File: config.mk
export PLATFORM = sky130hd
export DESIGN_NAME = mc_ctrl
export DESIGN_NICKNAME = d
export VERILOG_FILES = /design/src/rtl/mc_pkg.sv /design/src/rtl/mc_aludec.sv /design/src/rtl/mc_ctrl.sv
export SDC_FILE = /design/constraint.sdc
export NUM_CORES = 1
export LEC_CHECK = 0
export ABC_AREA = 1
export CAP_MARGIN = 20
export CORE_ASPECT_RATIO = 1.1
export CORE_MARGIN = 2
export CORE_UTILIZATION = 48
export DETAILED_ROUTE_END_ITERATION = 10
export HOLD_SLACK_MARGIN = 0.15
export PLACE_DENSITY_LB_ADDON = 0.15
export SLEW_MARGIN = 20
export SYNTH_ARGS = -nofsm -noshare
export SYNTH_HDL_FRONTEND = slang
export SYNTH_HIERARCHICAL = 1
export SYNTH_SLANG_ARGS = --single-unit
File: constraint.sdc
create_clock -name clk -period 5 [get_ports clk]
set_input_delay 1.25 -clock clk [delete_from_list [all_inputs] [get_ports clk]]
set_output_delay 1.25 -clock clk [all_outputs]
set_load 0.02 [all_outputs]
File: src/rtl/mc_pkg.sv
// Shared types and constants for the multicycle controller (mc_ctrl, mc_aludec).
// ERROR state exists only when MC_CTRL_ILLEGAL_TRAP_EN is defined.
package mc_pkg;

`ifdef MC_CTRL_ILLEGAL_TRAP_EN
    typedef enum logic [3:0] {
        FETCH, DECODE, MEMADR, MEMRD, MEMWB, MEMWR,
        EXEC, ALUWB, BRANCH, ADDIEX, ADDIWB, JUMP, ERROR
    } state_t;
`else
    typedef enum logic [3:0] {
        FETCH, DECODE, MEMADR, MEMRD, MEMWB, MEMWR,
        EXEC, ALUWB, BRANCH, ADDIEX, ADDIWB, JUMP
    } state_t;
`endif

    typedef enum logic [1:0] {
        ALUOP_ADD   = 2'b00,
        ALUOP_SUB   = 2'b01,
        ALUOP_FUNCT = 2'b10
    } aluop_t;

    localparam logic [5:0] OP_RTYPE = 6'h00;
    localparam logic [5:0] OP_J     = 6'h02;
    localparam logic [5:0] OP_BEQ   = 6'h04;
    localparam logic [5:0] OP_ADDI  = 6'h08;
    localparam logic [5:0] OP_LW    = 6'h23;
    localparam logic [5:0] OP_SW    = 6'h2B;

    localparam logic [5:0] FN_ADD = 6'h20;
    localparam logic [5:0] FN_SUB = 6'h22;
    localparam logic [5:0] FN_AND = 6'h24;
    localparam logic [5:0] FN_OR  = 6'h25;
    localparam logic [5:0] FN_SLT = 6'h2A;

    localparam logic [2:0] ALU_AND = 3'b000;
    localparam logic [2:0] ALU_OR  = 3'b001;
    localparam logic [2:0] ALU_ADD = 3'b010;
    localparam logic [2:0] ALU_SUB = 3'b110;
    localparam logic [2:0] ALU_SLT = 3'b111;

endpackage

File: src/rtl/mc_aludec.sv
// ALU decoder: maps the controller's aluop and the instruction funct field
// to the 3-bit ALU control code.
module mc_aludec
    import mc_pkg::*;
(
    input  aluop_t      aluop,
    input  logic [5:0]  funct,
    output logic [2:0]  alucontrol
);

    always_comb begin
        alucontrol = ALU_ADD;
        case (aluop)
            ALUOP_ADD: alucontrol = ALU_ADD;
            ALUOP_SUB: alucontrol = ALU_SUB;
            ALUOP_FUNCT: begin
                case (funct)
                    FN_ADD:  alucontrol = ALU_ADD;
                    FN_SUB:  alucontrol = ALU_SUB;
                    FN_AND:  alucontrol = ALU_AND;
                    FN_OR:   alucontrol = ALU_OR;
                    FN_SLT:  alucontrol = ALU_SLT;
                    default: alucontrol = ALU_ADD;
                endcase
            end
            default: alucontrol = ALU_ADD;
        endcase
    end

endmodule

File: src/rtl/mc_ctrl.sv
// Multicycle MIPS-style Moore controller with stretchable memory states.
// Define MC_CTRL_ILLEGAL_TRAP_EN to trap unknown opcodes in a sticky ERROR state.
module mc_ctrl
    import mc_pkg::*;
#(
    parameter int unsigned MEM_WAIT = 0
) (
    input  logic        clk,
    input  logic        rst,
    input  logic [5:0]  op,
    input  logic [5:0]  funct,
    input  logic        zero,
    output logic        iord,
    output logic        memwrite,
    output logic        irwrite,
    output logic        regdst,
    output logic        memtoreg,
    output logic        regwrite,
    output logic        alusrca,
    output logic        pcen,
    output logic [1:0]  alusrcb,
    output logic [1:0]  pcsrc,
    output logic [2:0]  alucontrol,
    output logic        illegal
);

    localparam logic [3:0] WAIT_LAST = 4'(MEM_WAIT);

    state_t     state;
    logic [3:0] wait_cnt;
    logic       wait_done;
    aluop_t     aluop;

    assign wait_done = (wait_cnt == WAIT_LAST);

    // Counter restarts at zero on every state change, so each stretched state
    // sees exactly 1+MEM_WAIT cycles.
    always_ff @(posedge clk) begin
        if (rst) begin
            state    <= FETCH;
            wait_cnt <= '0;
        end else begin
            wait_cnt <= '0;
            case (state)
                FETCH: begin
                    if (wait_done) state <= DECODE;
                    else           wait_cnt <= wait_cnt + 4'd1;
                end
                DECODE: begin
                    case (op)
                        OP_LW, OP_SW: state <= MEMADR;
                        OP_RTYPE:     state <= EXEC;
                        OP_BEQ:       state <= BRANCH;
                        OP_ADDI:      state <= ADDIEX;
                        OP_J:         state <= JUMP;
`ifdef MC_CTRL_ILLEGAL_TRAP_EN
                        default:      state <= ERROR;
`else
                        default:      state <= FETCH;
`endif
                    endcase
                end
                MEMADR: state <= (op == OP_LW) ? MEMRD : MEMWR;
                MEMRD: begin
                    if (wait_done) state <= MEMWB;
                    else           wait_cnt <= wait_cnt + 4'd1;
                end
                MEMWR: begin
                    if (wait_done) state <= FETCH;
                    else           wait_cnt <= wait_cnt + 4'd1;
                end
                EXEC:   state <= ALUWB;
                ADDIEX: state <= ADDIWB;
`ifdef MC_CTRL_ILLEGAL_TRAP_EN
                ERROR:  state <= ERROR;
`endif
                default: state <= FETCH;
            endcase
        end
    end

    // Outputs decode from registered state; reset masks them immediately.
    always_comb begin
        iord     = 1'b0;
        memwrite = 1'b0;
        irwrite  = 1'b0;
        regdst   = 1'b0;
        memtoreg = 1'b0;
        regwrite = 1'b0;
        alusrca  = 1'b0;
        pcen     = 1'b0;
        alusrcb  = 2'b00;
        pcsrc    = 2'b00;
        aluop    = ALUOP_ADD;
        if (!rst) begin
            case (state)
                FETCH: begin
                    alusrcb = 2'b01;
                    irwrite = wait_done;
                    pcen    = wait_done;
                end
                DECODE: alusrcb = 2'b11;
                MEMADR, ADDIEX: begin
                    alusrca = 1'b1;
                    alusrcb = 2'b10;
                end
                MEMRD: iord = 1'b1;
                MEMWR: begin
                    iord     = 1'b1;
                    memwrite = wait_done;
                end
                MEMWB: begin
                    memtoreg = 1'b1;
                    regwrite = 1'b1;
                end
                EXEC: begin
                    alusrca = 1'b1;
                    aluop   = ALUOP_FUNCT;
                end
                ALUWB: begin
                    regdst   = 1'b1;
                    regwrite = 1'b1;
                end
                ADDIWB: regwrite = 1'b1;
                BRANCH: begin
                    alusrca = 1'b1;
                    aluop   = ALUOP_SUB;
                    pcsrc   = 2'b01;
                    pcen    = zero;
                end
                JUMP: begin
                    pcsrc = 2'b10;
                    pcen  = 1'b1;
                end
                default: ;
            endcase
        end
    end

`ifdef MC_CTRL_ILLEGAL_TRAP_EN
    assign illegal = !rst && (state == ERROR);
`else
    assign illegal = 1'b0;
`endif

    mc_aludec u_aludec (
        .aluop      (aluop),
        .funct      (funct),
        .alucontrol (alucontrol)
    );

endmodule

# [Word-level counts from Yosys, hierarchy flattened]
# Index checks and enable logic that the tools add are counted.
[op_classes] n_reduce_logical=11 bitwise_logic=1 n_addsub=1 eq_ne=25 n_mux=30
[op_table] cell="6-bit equality test, second input constant" count=6
[op_table] cell="4-bit one-hot mux with 7 select lines" count=1
[op_table] cell="4-bit one-hot mux with 5 select lines" count=1
[op_table] cell="4-bit by 3-bit equality test with 1-bit output, second input constant" count=4
[op_table] cell="4-bit equality test, second input constant" count=4
[op_table] cell="1-bit 2-to-1 mux" count=15
[op_table] cell="4-bit 2-to-1 mux" count=3
[op_table] cell="3-bit one-hot mux with 4 select lines" count=1
[op_table] cell="3-bit OR reduction" count=3
[op_table] cell="4-bit by 2-bit equality test with 1-bit output, second input constant" count=2
[op_table] cell="4-bit zero test" count=2
[op_table] cell="2-bit one-hot mux with 2 select lines" count=2
[op_table] cell="6-bit by 2-bit equality test with 1-bit output, second input constant" count=1
[op_table] cell="6-bit by 3-bit equality test with 1-bit output, second input constant" count=1
[op_table] cell="6-bit by 4-bit equality test with 1-bit output, second input constant" count=1
[op_table] cell="6-bit zero test" count=1
[op_table] cell="2-bit 2-to-1 mux" count=3
[op_table] cell="2-bit != test, second input constant" count=3
[op_table] cell="2-bit one-hot mux with 3 select lines" count=1
[op_table] cell="3-bit one-hot mux with 2 select lines" count=1
[op_table] cell="2-bit OR reduction" count=3
[op_table] cell="4-bit by 1-bit adder with 4-bit output, second input constant" count=1
[op_table] cell="4-bit by 1-bit equality test with 1-bit output, second input constant" count=1
[op_table] cell="4-bit OR reduction" count=1
[op_table] cell="6 further kinds" count=6
[word_totals] input_bits=15 elab_cells=70 output_inout_bits=16 reg_bits=8

# [Logic depth before layout (Yosys ltp)]
[logic_depth] depth_word=5 depth_mapped=12 ltp_nobuf=12

# [Hierarchy]
# Netlist, hierarchy kept.
[modules_own_cells] mod="mc_ctrl" area_per_inst_um2=696.9 cells_each=123 seq_area_each_um2=160.2 n_inst=1
[modules_own_cells] mod="mc_aludec" area_per_inst_um2=173.9 cells_each=37 seq_area_each_um2=0.0 n_inst=1

# [Worst setup path before layout]
# No wires, ideal clock.
[synth_path] kind="input to output" start="input port rst" end="output port alucontrol[0]" t_arrival_ns=2.519 path_stages=5 n_path_buf=1 slack_ns=1.231 path_cell_list="clkbuf_1 > nor3_1 > ha_1 > or2_1 > a21oi_1"
[synth_between] elab_chain_len=3
[synth_rtl] element="start: declaration" line_no="mc_ctrl.sv:9" source="input logic rst,"
[synth_rtl] element="2-bit 2-to-1 mux (*)" line_no="mc_ctrl.sv:95" source="if (!rst) begin"
[synth_rtl] element="net aluop[1]" line_no="mc_ctrl.sv:32" source="aluop_t aluop;"
[synth_rtl] element="2-bit equality test or 2-bit by 1-bit equality test with 1-bit output (tied branches)" line_no="mc_aludec.sv:13" source="case (aluop)"
[synth_rtl] element="3-bit one-hot mux with 2 select lines (*)" line_no="mc_aludec.sv:13"
[synth_rtl] element="end: declaration" line_no="mc_ctrl.sv:23" source="output logic [2:0] alucontrol,"
# The timed path passes the listed nets; every way through them passes the cells marked *.

# [Final worst setup path]
[layout_path] start="input port rst" end="output port alucontrol[0]"
[layout_between] elab_chain_len=3
[layout_rtl] element="2-bit 2-to-1 mux (*)" line_no="mc_ctrl.sv:95"
[layout_rtl] element="2-bit equality test or 2-bit by 1-bit equality test with 1-bit output (tied branches)" line_no="mc_aludec.sv:13"
[layout_rtl] element="3-bit one-hot mux with 2 select lines (*)" line_no="mc_aludec.sv:13"
# Every way passes the cells marked *; elsewhere a longest branch is shown, timed or not.

==> out/results.txt <==
status - complete, no violations
Die W - 44.61 µm
RSZ-0062 raised after global routing - false
Max Clk Rate - 0.2189 GHz
CTS Hold Bufs - 0
Seq pwr share - 40.7%
Internal Pwr Total - 114.1 µW
clk_lat worst skew - 250 ps
CTS Buf Count - 3
Finish-stage setup viols - 0
Final #Nets - 211
clock skew - 2.868 ps
Hold Vio Cnt, Final - 0
H-tree depth - 1
leak pwr - 0.5259 nW
most frequent cells in the layout - 36 x nand2_1, 34 x nor2_1, 29 x clkdlybuf4s50_1, 23 x inv_1, 15 x nand3_1
DRT iter0 DRCs - 31
total number of vias - 1021
type of origin of the critical path - input port
core area - 0.001742 mm²
#FFs+latches synth - 8
reg2reg start - state[2]$_SDFFE_PP0P_
number of setup buffers added after CTS - 0
GR Overflow Total - 0
global-route wire length before repair - 3498 µm
Syn Inst Count - 160
Die Ht - 48.67 µm
r2r setup slk - 3730 ps
GRT Total Usage - 20.39%
Reg clk slew, reported paths - 50 ps
proportion of layout cells with a drive suffix above 1 - 10.00%
Max Cap Viol - 0
most common cell after layout, fill and taps aside - nand2_1
Clock Path Buffers - 2
Routed Antenna Nets - 0
NetSw - 48.02 µW
Crit Path Class - in2out
syn avg cell area - 5.443 µm²
RR Endpoint - wait_cnt[2]$_SDFF_PP0_
DP HPWL - 1682 µm
Pwr per Cell Area - 135.7 mW/mm²
crit path max fanout - 4
area of the die - 0.002171 mm²
pin count of the biggest net entering global routing - 14
fin crit share - 91.36%
Clk pwr share - 30.1%
setup TNS - 0 ps
Yosys cell types - 23
vias in the first global route - 899
Layout area overhead - 37.21%
Ports - 31
R2R depth - 7
routed wire length - 2073 µm
clock root buffer - clkbuf_4
# rows - 16
crit path from - rst
final-report max-slew violation count - 0
Initial Utilization - 50.00%
Resized Gates After CTS - 0
Fillers - 164
Hold Path Class - reg2reg
Comb pwr share - 29.1%
minimum clock period - 4568 ps
Worst Path Required - 3750 ps
worst hold margin - 461.1 ps
synth warn - 6
sw frac - 29.61%
initial antenna violation count - 0
post-DR vias/cell - 4.909
sequential cell area fraction in the yosys report - 18.39%
maximum VDD drop - 0.0001064 V
CTS tree - yes
WP data arrival - 3320 ps
post-DR wirelength/cell - 9.966 µm
RD Place Congestion - 0.9000
clk sinks - 8
DRC viols - 0
ANT cells - 0
Cell Area, Synth - 870.8 µm²
router iterations before antenna repair - 4
syn_nets - 179
Worst setup EP type - output pin
Port Buffers - 29
Worst setup endpoint - alucontrol[0]
[sequential cells by signal (all words and copies together), names as in the netlist]
| signal | flops |
|---|---|
| wait_cnt | 4 |
| state | 4 |
[stage by stage]
step | util, % | setup slack [ps] | cells | area (µm²) | power, mW
final | 68.61 | 432.1 | 208 | 1195 | 0.1622
after detailed placement | 67.31 | 430.9 | 205 | 1172 | 0.1143
after floorplan | - | 1231 | 160 | 870.8 | 0.09117
after global routing | 68.61 | 325.9 | 208 | 1195 | 0.1710
after global placement | 67.31 | 473.8 | 205 | 1172 | 0.1136
after CTS | 68.61 | 429.2 | 208 | 1195 | 0.1642
[worst max-delay path, stage by stage]
cell and delay [ps]:
clkdlybuf4s50_1 460, nor2_1 260, inv_1 80, ha_1 320
or2_1 230, a21oi_1 110, clkdlybuf4s50_1 610
[worst min path at each step]
stage / end / slack [ps] / cells past startpoint / from
after detailed placement: wait_cnt[0]$_SDFF_PP0_ / 450 / 1 / wait_cnt[0]$_SDFF_PP0_
after floorplan: wait_cnt[0]$_SDFF_PP0_ / 430 / 1 / wait_cnt[0]$_SDFF_PP0_
after global placement: wait_cnt[0]$_SDFF_PP0_ / 440 / 1 / wait_cnt[0]$_SDFF_PP0_
after global routing: wait_cnt[0]$_SDFF_PP0_ / 510 / 1 / wait_cnt[0]$_SDFF_PP0_
final: wait_cnt[0]$_SDFF_PP0_ / 460 / 1 / wait_cnt[0]$_SDFF_PP0_
after CTS: wait_cnt[0]$_SDFF_PP0_ / 470 / 1 / wait_cnt[0]$_SDFF_PP0_
[per-layer routing]
metal  routed length [µm]  vias up  track usage [%]
met4                   14        0            6.566
met2                  970       38            34.54
met1                  929      431            26.27
li1                     -      548                -
met5                    0        -                0
met3                  158        4            1.866
[kinds of logic (layout without fill, tap and decap cells)]
family                   count (synthesis)  in the layout  synth area share [%]
AO/OA/AOI/OAI                            9              9                 5.459
XOR/XNOR                                 2              2                 2.012
adder cells (fa/ha/maj)                  4              4                 5.747
buffers and inverters                   30             60                 13.79
flip-flops                               8              8                 18.39
other                                    1              1                0.4306
AND/OR/NAND/NOR                        106            106                 54.17
[power groups by stage]
stage | clock network, mW | registers, mW | logic [mW]
6_report | 0.0489 | 0.0660 | 0.0473
5_1_grt | 0.0524 | 0.0663 | 0.0523
4_1_cts | 0.0509 | 0.0660 | 0.0473
3_5_place_dp | 0 | 0.0674 | 0.0469
3_3_place_gp | 0 | 0.0674 | 0.0462
2_1_floorplan | 0 | 0.0671 | 0.0240
[final cells by class]
type                       instances  area [µm²]  area share (%)
clock buffer                       3       22.52           1.885
inverter                          27       101.3           8.482
multi-input combinational        122       590.6           49.42
sequential                         8       160.2           13.40
tap                               18       22.52           1.885
timing repair buffer              30       297.8           24.92
[synthesized netlist by cell type]
cell / n / area share (%)
a21oi_1: 7 / 4.0
clkbuf_1: 1 / 0.43
nor2_2: 5 / 3.6
nor3_1: 6 / 3.4
nand2_1: 36 / 16
inv_2: 3 / 1.3
nand3b_1: 1 / 0.86
nand3_1: 15 / 8.6
and2_1: 1 / 0.72
conb_1: 1 / 0.43
inv_1: 23 / 9.9
dfxtp_1: 8 / 18
a31oi_1: 2 / 1.4
nand3_2: 1 / 1.1
xnor2_1: 1 / 1.0
nand2_2: 5 / 3.6
buf_4: 2 / 1.7
clkinv_1: 1 / 0.43
nor2_1: 34 / 15
xor2_1: 1 / 1.0
ha_1: 4 / 5.7
nor2_4: 1 / 1.3
or2_1: 1 / 0.72
(Power assumes the default switching activity.)
